$ cat config.mk
export PLATFORM = sky130hd
export DESIGN_NAME = peripheral_keypad
export DESIGN_NICKNAME = d
export VERILOG_FILES = /design/src/rtl/peripheral_keypad.sv
export SDC_FILE = /design/constraint.sdc
export NUM_CORES = 1
export LEC_CHECK = 0
export CORE_ASPECT_RATIO = 1.75
export CORE_MARGIN = 5
export CORE_UTILIZATION = 54
export CTS_CLUSTER_SIZE = 28
export DETAILED_ROUTE_END_ITERATION = 10
export PLACE_DENSITY = 0.82
export RECOVER_POWER = 50
export SYNTH_ARGS = -nofsm -noshare
export SYNTH_HDL_FRONTEND = slang
export SYNTH_SLANG_ARGS = --single-unit
$ cat constraint.sdc
create_clock -name clk -period 7.2 [get_ports clk]
set_clock_uncertainty 0.05 [all_clocks]
set_input_delay 1.44 -clock clk [delete_from_list [all_inputs] [get_ports clk]]
set_output_delay 1.44 -clock clk [all_outputs]
set_load 0.005 [all_outputs]
$ cat src/rtl/peripheral_keypad.sv
// rtl/peripheral_keypad.sv - 4x4 matrix keypad scanner with debounce and keycode FIFO
module peripheral_keypad #(
  parameter int CLK_FREQ   = 12000000,
  parameter int SCAN_HZ    = 1000,
  parameter int DEB_SCANS  = 4,
  parameter int FIFO_DEPTH = 4
) (
  input  logic        clk,
  input  logic        reset,
  input  logic [31:0] d_in,
  input  logic        cs,
  input  logic [4:0]  addr,
  input  logic        rd,
  input  logic        wr,
  output logic [31:0] d_out,
  output logic [3:0]  col_out,
  input  logic [3:0]  row_in
);

  localparam int PERIOD_RAW = CLK_FREQ / SCAN_HZ;
  localparam int PERIOD     = (PERIOD_RAW < 2) ? 2 : PERIOD_RAW;
  localparam int TW         = $clog2(PERIOD);
  localparam int PW         = $clog2(FIFO_DEPTH);
  localparam int CW         = PW + 1;

  typedef enum logic [1:0] {ST_IDLE, ST_CAND, ST_HELD} state_t;

  logic [3:0]    row_s1_q, row_s2_q;
  logic [TW-1:0] tick_q;
  logic [1:0]    col_q;
  logic [15:0]   scan_q;
  logic [3:0]    col_out_q;
  logic          enable_q;
  logic          ovf_q;
  logic [31:0]   d_out_q;

  state_t        state_q;
  logic [3:0]    cand_q, cnt_q, rcnt_q;
  logic          push_q;
  logic [3:0]    push_code_q;

  logic [3:0]    mem_q [FIFO_DEPTH];
  logic [PW-1:0] wptr_q, rptr_q;
  logic [CW-1:0] count_q;

  logic [28:0]   unused_d_in;
  assign unused_d_in = d_in[31:3];

  logic sel_status, sel_data, sel_ctrl, bus_rd, ctrl_wr;
  logic enable_d, flush, ovf_clr, not_empty, full, pop, do_push;
  logic tick_last, scan_done, scan_single, scan_none;
  logic [1:0]  col_next;
  logic [15:0] scan_full;
  logic [3:0]  key_code;
  logic [31:0] rdata;

  assign sel_status = (addr == 5'h00);
  assign sel_data   = (addr == 5'h04);
  assign sel_ctrl   = (addr == 5'h08);
  assign bus_rd     = cs & rd;
  assign ctrl_wr    = cs & wr & sel_ctrl;
  assign enable_d   = ctrl_wr ? d_in[0] : enable_q;
  assign flush      = ctrl_wr & d_in[2];
  assign ovf_clr    = ctrl_wr & d_in[1];
  assign not_empty  = (count_q != '0);
  assign full       = (count_q == CW'(FIFO_DEPTH));
  assign pop        = bus_rd & sel_data & not_empty;
  assign do_push    = push_q & ~flush & (~full | pop);

  assign tick_last  = (tick_q == TW'(PERIOD - 1));
  assign col_next   = tick_last ? col_q + 2'd1 : col_q;
  assign scan_done  = tick_last & (col_q == 2'd3);

  // Intersections seen so far this scan, including the column sampled now.
  always_comb begin
    scan_full = scan_q;
    for (int r = 0; r < 4; r++)
      if (!row_s2_q[r]) scan_full[4*r + int'(col_q)] = 1'b1;
    key_code = 4'd0;
    for (int i = 0; i < 16; i++)
      if (scan_full[i]) key_code = 4'(i);
  end

  assign scan_single = $onehot(scan_full);
  assign scan_none   = (scan_full == 16'd0);

  always_ff @(posedge clk or posedge reset) begin
    if (reset) begin
      row_s1_q <= 4'hF;
      row_s2_q <= 4'hF;
    end else begin
      row_s1_q <= row_in;
      row_s2_q <= row_s1_q;
    end
  end

  always_ff @(posedge clk or posedge reset) begin
    if (reset) begin
      tick_q    <= '0;
      col_q     <= 2'd0;
      scan_q    <= 16'd0;
      col_out_q <= 4'b1111;
    end else if (!enable_d) begin
      tick_q    <= '0;
      col_q     <= 2'd0;
      scan_q    <= 16'd0;
      col_out_q <= 4'b1111;
    end else begin
      col_out_q <= ~(4'b0001 << col_next);
      if (tick_last) begin
        tick_q <= '0;
        col_q  <= col_q + 2'd1;
        scan_q <= (col_q == 2'd3) ? 16'd0 : scan_full;
      end else begin
        tick_q <= tick_q + TW'(1);
      end
    end
  end

  always_ff @(posedge clk or posedge reset) begin
    if (reset) begin
      state_q     <= ST_IDLE;
      cand_q      <= 4'd0;
      cnt_q       <= 4'd0;
      rcnt_q      <= 4'd0;
      push_q      <= 1'b0;
      push_code_q <= 4'd0;
    end else begin
      push_q <= 1'b0;
      if (!enable_d) begin
        state_q <= ST_IDLE;
      end else if (scan_done) begin
        case (state_q)
          ST_IDLE: begin
            if (scan_single) begin
              cand_q <= key_code;
              cnt_q  <= 4'd1;
              if (DEB_SCANS <= 1) begin
                push_q      <= 1'b1;
                push_code_q <= key_code;
                rcnt_q      <= 4'd0;
                state_q     <= ST_HELD;
              end else begin
                state_q <= ST_CAND;
              end
            end
          end
          ST_CAND: begin
            if (scan_single && key_code == cand_q) begin
              if (int'(cnt_q) + 1 >= DEB_SCANS) begin
                push_q      <= 1'b1;
                push_code_q <= cand_q;
                rcnt_q      <= 4'd0;
                state_q     <= ST_HELD;
              end else begin
                cnt_q <= cnt_q + 4'd1;
              end
            end else if (scan_single) begin
              cand_q <= key_code;
              cnt_q  <= 4'd1;
            end else begin
              state_q <= ST_IDLE;
            end
          end
          ST_HELD: begin
            if (!scan_none) begin
              rcnt_q <= 4'd0;
            end else if (int'(rcnt_q) + 1 >= DEB_SCANS) begin
              state_q <= ST_IDLE;
            end else begin
              rcnt_q <= rcnt_q + 4'd1;
            end
          end
          default: state_q <= ST_IDLE;
        endcase
      end
    end
  end

  always_ff @(posedge clk) begin
    if (do_push) mem_q[wptr_q] <= push_code_q;
  end

  // Flush wins over a simultaneous push or pop; a drop while full is sticky.
  always_ff @(posedge clk or posedge reset) begin
    if (reset) begin
      wptr_q   <= '0;
      rptr_q   <= '0;
      count_q  <= '0;
      ovf_q    <= 1'b0;
      enable_q <= 1'b1;
    end else begin
      if (ctrl_wr) enable_q <= d_in[0];
      if (push_q && !flush && full && !pop) ovf_q <= 1'b1;
      else if (ovf_clr)                     ovf_q <= 1'b0;
      if (flush) begin
        wptr_q  <= '0;
        rptr_q  <= '0;
        count_q <= '0;
      end else begin
        if (do_push) wptr_q <= wptr_q + PW'(1);
        if (pop)     rptr_q <= rptr_q + PW'(1);
        case ({do_push, pop})
          2'b10:   count_q <= count_q + CW'(1);
          2'b01:   count_q <= count_q - CW'(1);
          default: count_q <= count_q;
        endcase
      end
    end
  end

  always_comb begin
    rdata = 32'd0;
    if (sel_status) begin
      rdata[0]   = not_empty;
      rdata[1]   = full;
      rdata[2]   = ovf_q;
      rdata[7:4] = 4'(count_q);
    end else if (sel_data) begin
      if (not_empty) begin
        rdata[3:0] = mem_q[rptr_q];
        rdata[8]   = 1'b1;
      end
    end else if (sel_ctrl) begin
      rdata[0] = enable_q;
    end
  end

  always_ff @(posedge clk or posedge reset) begin
    if (reset)       d_out_q <= 32'd0;
    else if (bus_rd) d_out_q <= rdata;
  end

  assign d_out   = d_out_q;
  assign col_out = col_out_q;

endmodule

==> results.md <==
Outcome:
- The flow ran to the end, but the final reports show violations.
- The checks that failed: max-capacitance violations, max-slew violations.

Worst setup path:
- STA classifies the critical path startpoint as a flip-flop.
- The worst register-to-register path begins at col_q[1]$_DFF_PP0_.
- Data on the critical path arrives at its endpoint at 6.42 ns.
- Along the worst path, the maximum fanout reaches 8.
- The kind of end point of the critical path is a flip-flop.
- The worst register-to-register path ends at push_code_q[3]$_DFFE_PP0P_.
- For the worst setup path, the data required time is approximately 7.4 ns.
- The reg-to-reg setup timing slack is between 0.9 and 1 ns.
- The critical path in this run is classified as flip-flop to flip-flop.
- The number of cells on the worst reg-to-reg path is 18.

Drt:
- The number of remaining DRC errors is 0.
- Dividing the detail-routed wire length by the instance count gives between 15 and 20 µm.
- The DRC violation total after the first TritonRoute iteration is slightly below 200.
- The detailed-route vias per instance is ~5.6.
- The total wire length after detailed routing is roughly 11000 µm.
- For this block, the via count after detailed routing is 3670.
- The count of antenna-violating nets left after detailed routing is 0.
- For this run, the detailed router's first-pass iteration total came to 4.

Synthesis:
- The part of the Yosys area used for sequential elements is a little under half.
- In this run, synthesis inferred 16 flip-flops with an integrated enable.
- The share of synthesized flip-flops with an asynchronous set or reset is around 83%.
- Of all cell types, the one taking the most synthesized area is dfrtp_1.
- Among all flip-flop cells after synthesis, the most frequent one is dfrtp_1.
- In the post-synthesis netlist, the biggest area contributors are dfrtp_1 32%, edfxtp_1 9.1%, dfstp_2 6.5%.
- The share of Yosys cell area claimed by the top area cell type is roughly a third.
- The average cell area after synthesis is about 11 µm².
- The number of distinct library cells after synthesis is 72.
- The synthesized netlist occupies a cell area of roughly 0.0053 mm².
- Yosys printed 0 warnings.
- Synthesis produced a netlist whose cell count is a little under 500.
- The count of state elements after synthesis is 96.

Floorplanning:
- The die outline area is about 0.012 mm².
- Once the floorplan was initialized, standard cells occupied between 50 and 60% of the core.
- In this run the count of I/O pins placed on the die edge is 82.
- The floorplan has 47 rows.
- The placeable core region is ~0.0095 mm².
- The floorplan step set the die width to 84.6 µm.
- The die is between 100 and 150 µm tall.

Clock tree:
- The H-tree was split into 3 levels.
- The number of buffers added by the clock tree synthesis step is 9.
- The buffers inserted during post-CTS setup optimization is 0.
- TritonCTS built the clock tree.
- Clock tree synthesis found a total of 96 sinks.
- Clock tree synthesis selected as its root buffer the cell clkbuf_16.
- No sink is reached through more buffers than the 2 on the longest clock path.
- The clock transition at the registers of the reported paths is approximately 0.07 ns.
- For the worst-skew pair, the clock arrives at the later sink with an insertion delay of roughly 0.35 ns.
- The number of gates resized after cts is 0.
- The total of hold buffers inserted after clock tree synthesis is 0.

Power:
- For this design the static power due to leakage is approximately 2.6 nW.
- The power consumption is between 1 and 1.5 mW.
- The total power density per cell area is approximately 190 mW/mm².
- The peak supply drop is 218 µV.

STA:
- The final number of hold-violating endpoints was 0.
- Setup repair after global routing left no endpoint under its margin.
- Hold is met by ~0.31 ns.
- The final cycle utilization of the critical path is slightly below 90%.
- The max-slew violation total from the final report was between 80 and 90.
- The worst slew margin relative to its limit is -177%.
- The final critical path time including I/O delays and setup is 6.24 ns.
- For the pin with the worst max-slew slack, the measured transition is ~4.2 ns.
- Setup slack on the critical path of the routed design comes to about 0.96 ns.
- The setup-violating endpoint count in the final report is 0.
- For the final routed database, the setup TNS stands at 0 ns.
- The fmax is roughly 160 MHz.

Global route:
- Across every metal layer, demand over resource in global routing totals 19.4%.
- The first global-routing pass estimated between 15000 and 20000 µm of wire.
- The global-route congestion overflow total is 0.
- The maximum number of pins on one net before global-route repair is 81.
- The number of global-route vias before repair came to between 3000 and 4000.
- The initial antenna violation count is 0.

Final layout:
- The number of nets in the finished design is 602.
- Summing all non-filler instances in the final layout gives an area of between 0.005 and 0.006 mm².
- After filler insertion, the fill cell instance count of the layout stands at around 740.
- The final design utilization is around three fifths.
- The share of layout cells above drive strength 1 is 9.79%.
- The count of non-filler cells in the finished layout is 653.
- The area of the multi-input gates is about 0.0025 mm².
- The number of antenna diodes in the final layout is 0.
- The area taken by flip-flops and latches is between 0.002 and 0.0025 mm².
- Compared with the post-synthesis result, the final layout area differs by 11.2%.

Place:
- The HPWL reported at the end of detailed placement is 7990 µm.
- The post-place setup slack is 1.03 ns.
- The number of cells after detailed placement is between 600 and 700.
- The weighted congestion reported at the end of routability-driven placement is roughly 0.90.
- The count of input and output buffers is 28.
- The placed instances occupy a cell area of approximately 0.0056 mm².

Worst hold path:
- The min-delay analysis places its worst path in the category flip-flop to flip-flop.
- In this run the most critical hold path is launched from row_s1_q[2]$_DFF_PP1_.
- The terminating pin of the worst hold path is row_s2_q[2]$_DFF_PP1_.
- Counting instances, the worst hold path has a depth of 0.

Job:
- The max-capacitance violation count is 1.
how the worst max path moves through the flow:
stage	startpoint	endpoint	slack (ns)	cells after the start
after global placement	col_q[1]$_DFF_PP0_	push_code_q[0]$_DFFE_PP0P_	1.10	18
final	col_q[1]$_DFF_PP0_	push_code_q[3]$_DFFE_PP0P_	0.96	18
after CTS	col_q[1]$_DFF_PP0_	push_code_q[3]$_DFFE_PP0P_	0.96	18
after detailed placement	col_q[1]$_DFF_PP0_	push_code_q[1]$_DFFE_PP0P_	1.03	18
after floorplan	col_q[1]$_DFF_PP0_	push_code_q[0]$_DFFE_PP0P_	1.73	18
after global routing	col_q[1]$_DFF_PP0_	push_code_q[1]$_DFFE_PP0P_	0.56	18
synth_stat cells (3+ instances only):
library cell	n
ha_1	19
dfstp_2	13
dfrtp_1	67
nand2b_1	5
o31ai_1	4
o21ai_0	17
mux2i_1	6
o21bai_1	3
inv_1	30
mux2_1	4
clkbuf_1	8
xnor2_1	12
buf_2	4
buf_4	24
nor4b_1	4
a21oi_1	21
nand4_1	5
and3_1	4
a211oi_1	5
edfxtp_1	16
a21o_1	6
nor2_1	57
nor3_1	7
a31oi_1	10
and2_1	12
and4_1	3
nand3_1	17
mux4_2	4
nand2_1	39
fa_1	11
xor2_1	7
cell families after synthesis:
group	Yosys count	synth area share, %
multiplexers	18	4.83
flip-flops	96	47.5
XOR/XNOR	19	3.17
AO/OA/AOI/OAI	92	12.6
adder cells (fa/ha/maj)	30	8.71
AND/OR/NAND/NOR	172	16.4
other	1	0.0714
buffers and inverters	68	6.67
per-layer routing:
metal	vias to the layer above	GRT usage, %	part of all wire [%]
met5	-	0	0
met4	0	12.1	5.5
met3	39	4.99	4.4
met2	99	34.8	55
met1	1787	19.5	35
li1	1745	-	-
sequential cells by signal (all words and copies together) (netlist names):
register / cells
cnt_q: 4
mem_q: 16
push_q: 1
enable_q: 1
push_code_q: 4
tick_q: 14
state_q: 2
rptr_q: 2
row_s1_q: 4
col_out: 4
rcnt_q: 4
cand_q: 4
ovf_q: 1
col_q: 2
d_out: 8
wptr_q: 2
scan_q: 16
row_s2_q: 4
count_q: 3
area by class of cell:
class | instances | area share (%)
Clock inverter | 7 | 0.792
Inverter | 31 | 1.99
Clock buffer | 9 | 3.85
Timing Repair Buffer | 33 | 5.37
Tap cell | 122 | 2.61
Multi-Input combinational cell | 355 | 42.6
Sequential cell | 96 | 42.7
layout by cell type (no fill, tap or decap), drive strengths merged, types with 3 or more instances in the layout:
master,count
a211oi,5
a21o,6
a21oi,21
a31oi,10
and2,12
and3,4
and4,3
buf,4
clkbuf,10
clkdlybuf4s50,22
clkinv,8
conb,24
dfrtp,67
dfstp,13
dlygate4sd3,6
edfxtp,16
fa,11
ha,19
inv,30
mux2,6
mux2i,8
mux4,4
nand2,40
nand2b,5
nand3,17
nand4,5
nor2,58
nor3,7
nor4,4
nor4b,4
o21ai,18
o21bai,4
o31ai,4
xnor2,12
xor2,7
power by group:
part	total, mW	switching, mW	internal [mW]
registers	0.570	0.00836	0.561
logic	0.0767	0.0487	0.0280
clock network	0.439	0.205	0.234
worst max-delay path, stage by stage (launching register included):
cell,delay (ns)
dfrtp_1,0.44
inv_1,0.09
ha_1,0.32
nor2b_1,0.21
or2_2,0.29
fa_1,0.55
inv_1,0.05
fa_1,0.47
fa_1,0.53
fa_1,0.55
inv_1,0.04
ha_1,0.21
fa_1,0.43
nor2_1,0.11
nand2_1,0.05
nor4b_1,0.72
nand2_2,0.28
nor4_4,0.35
mux2_1,0.37
(Power assumes the default switching activity.)
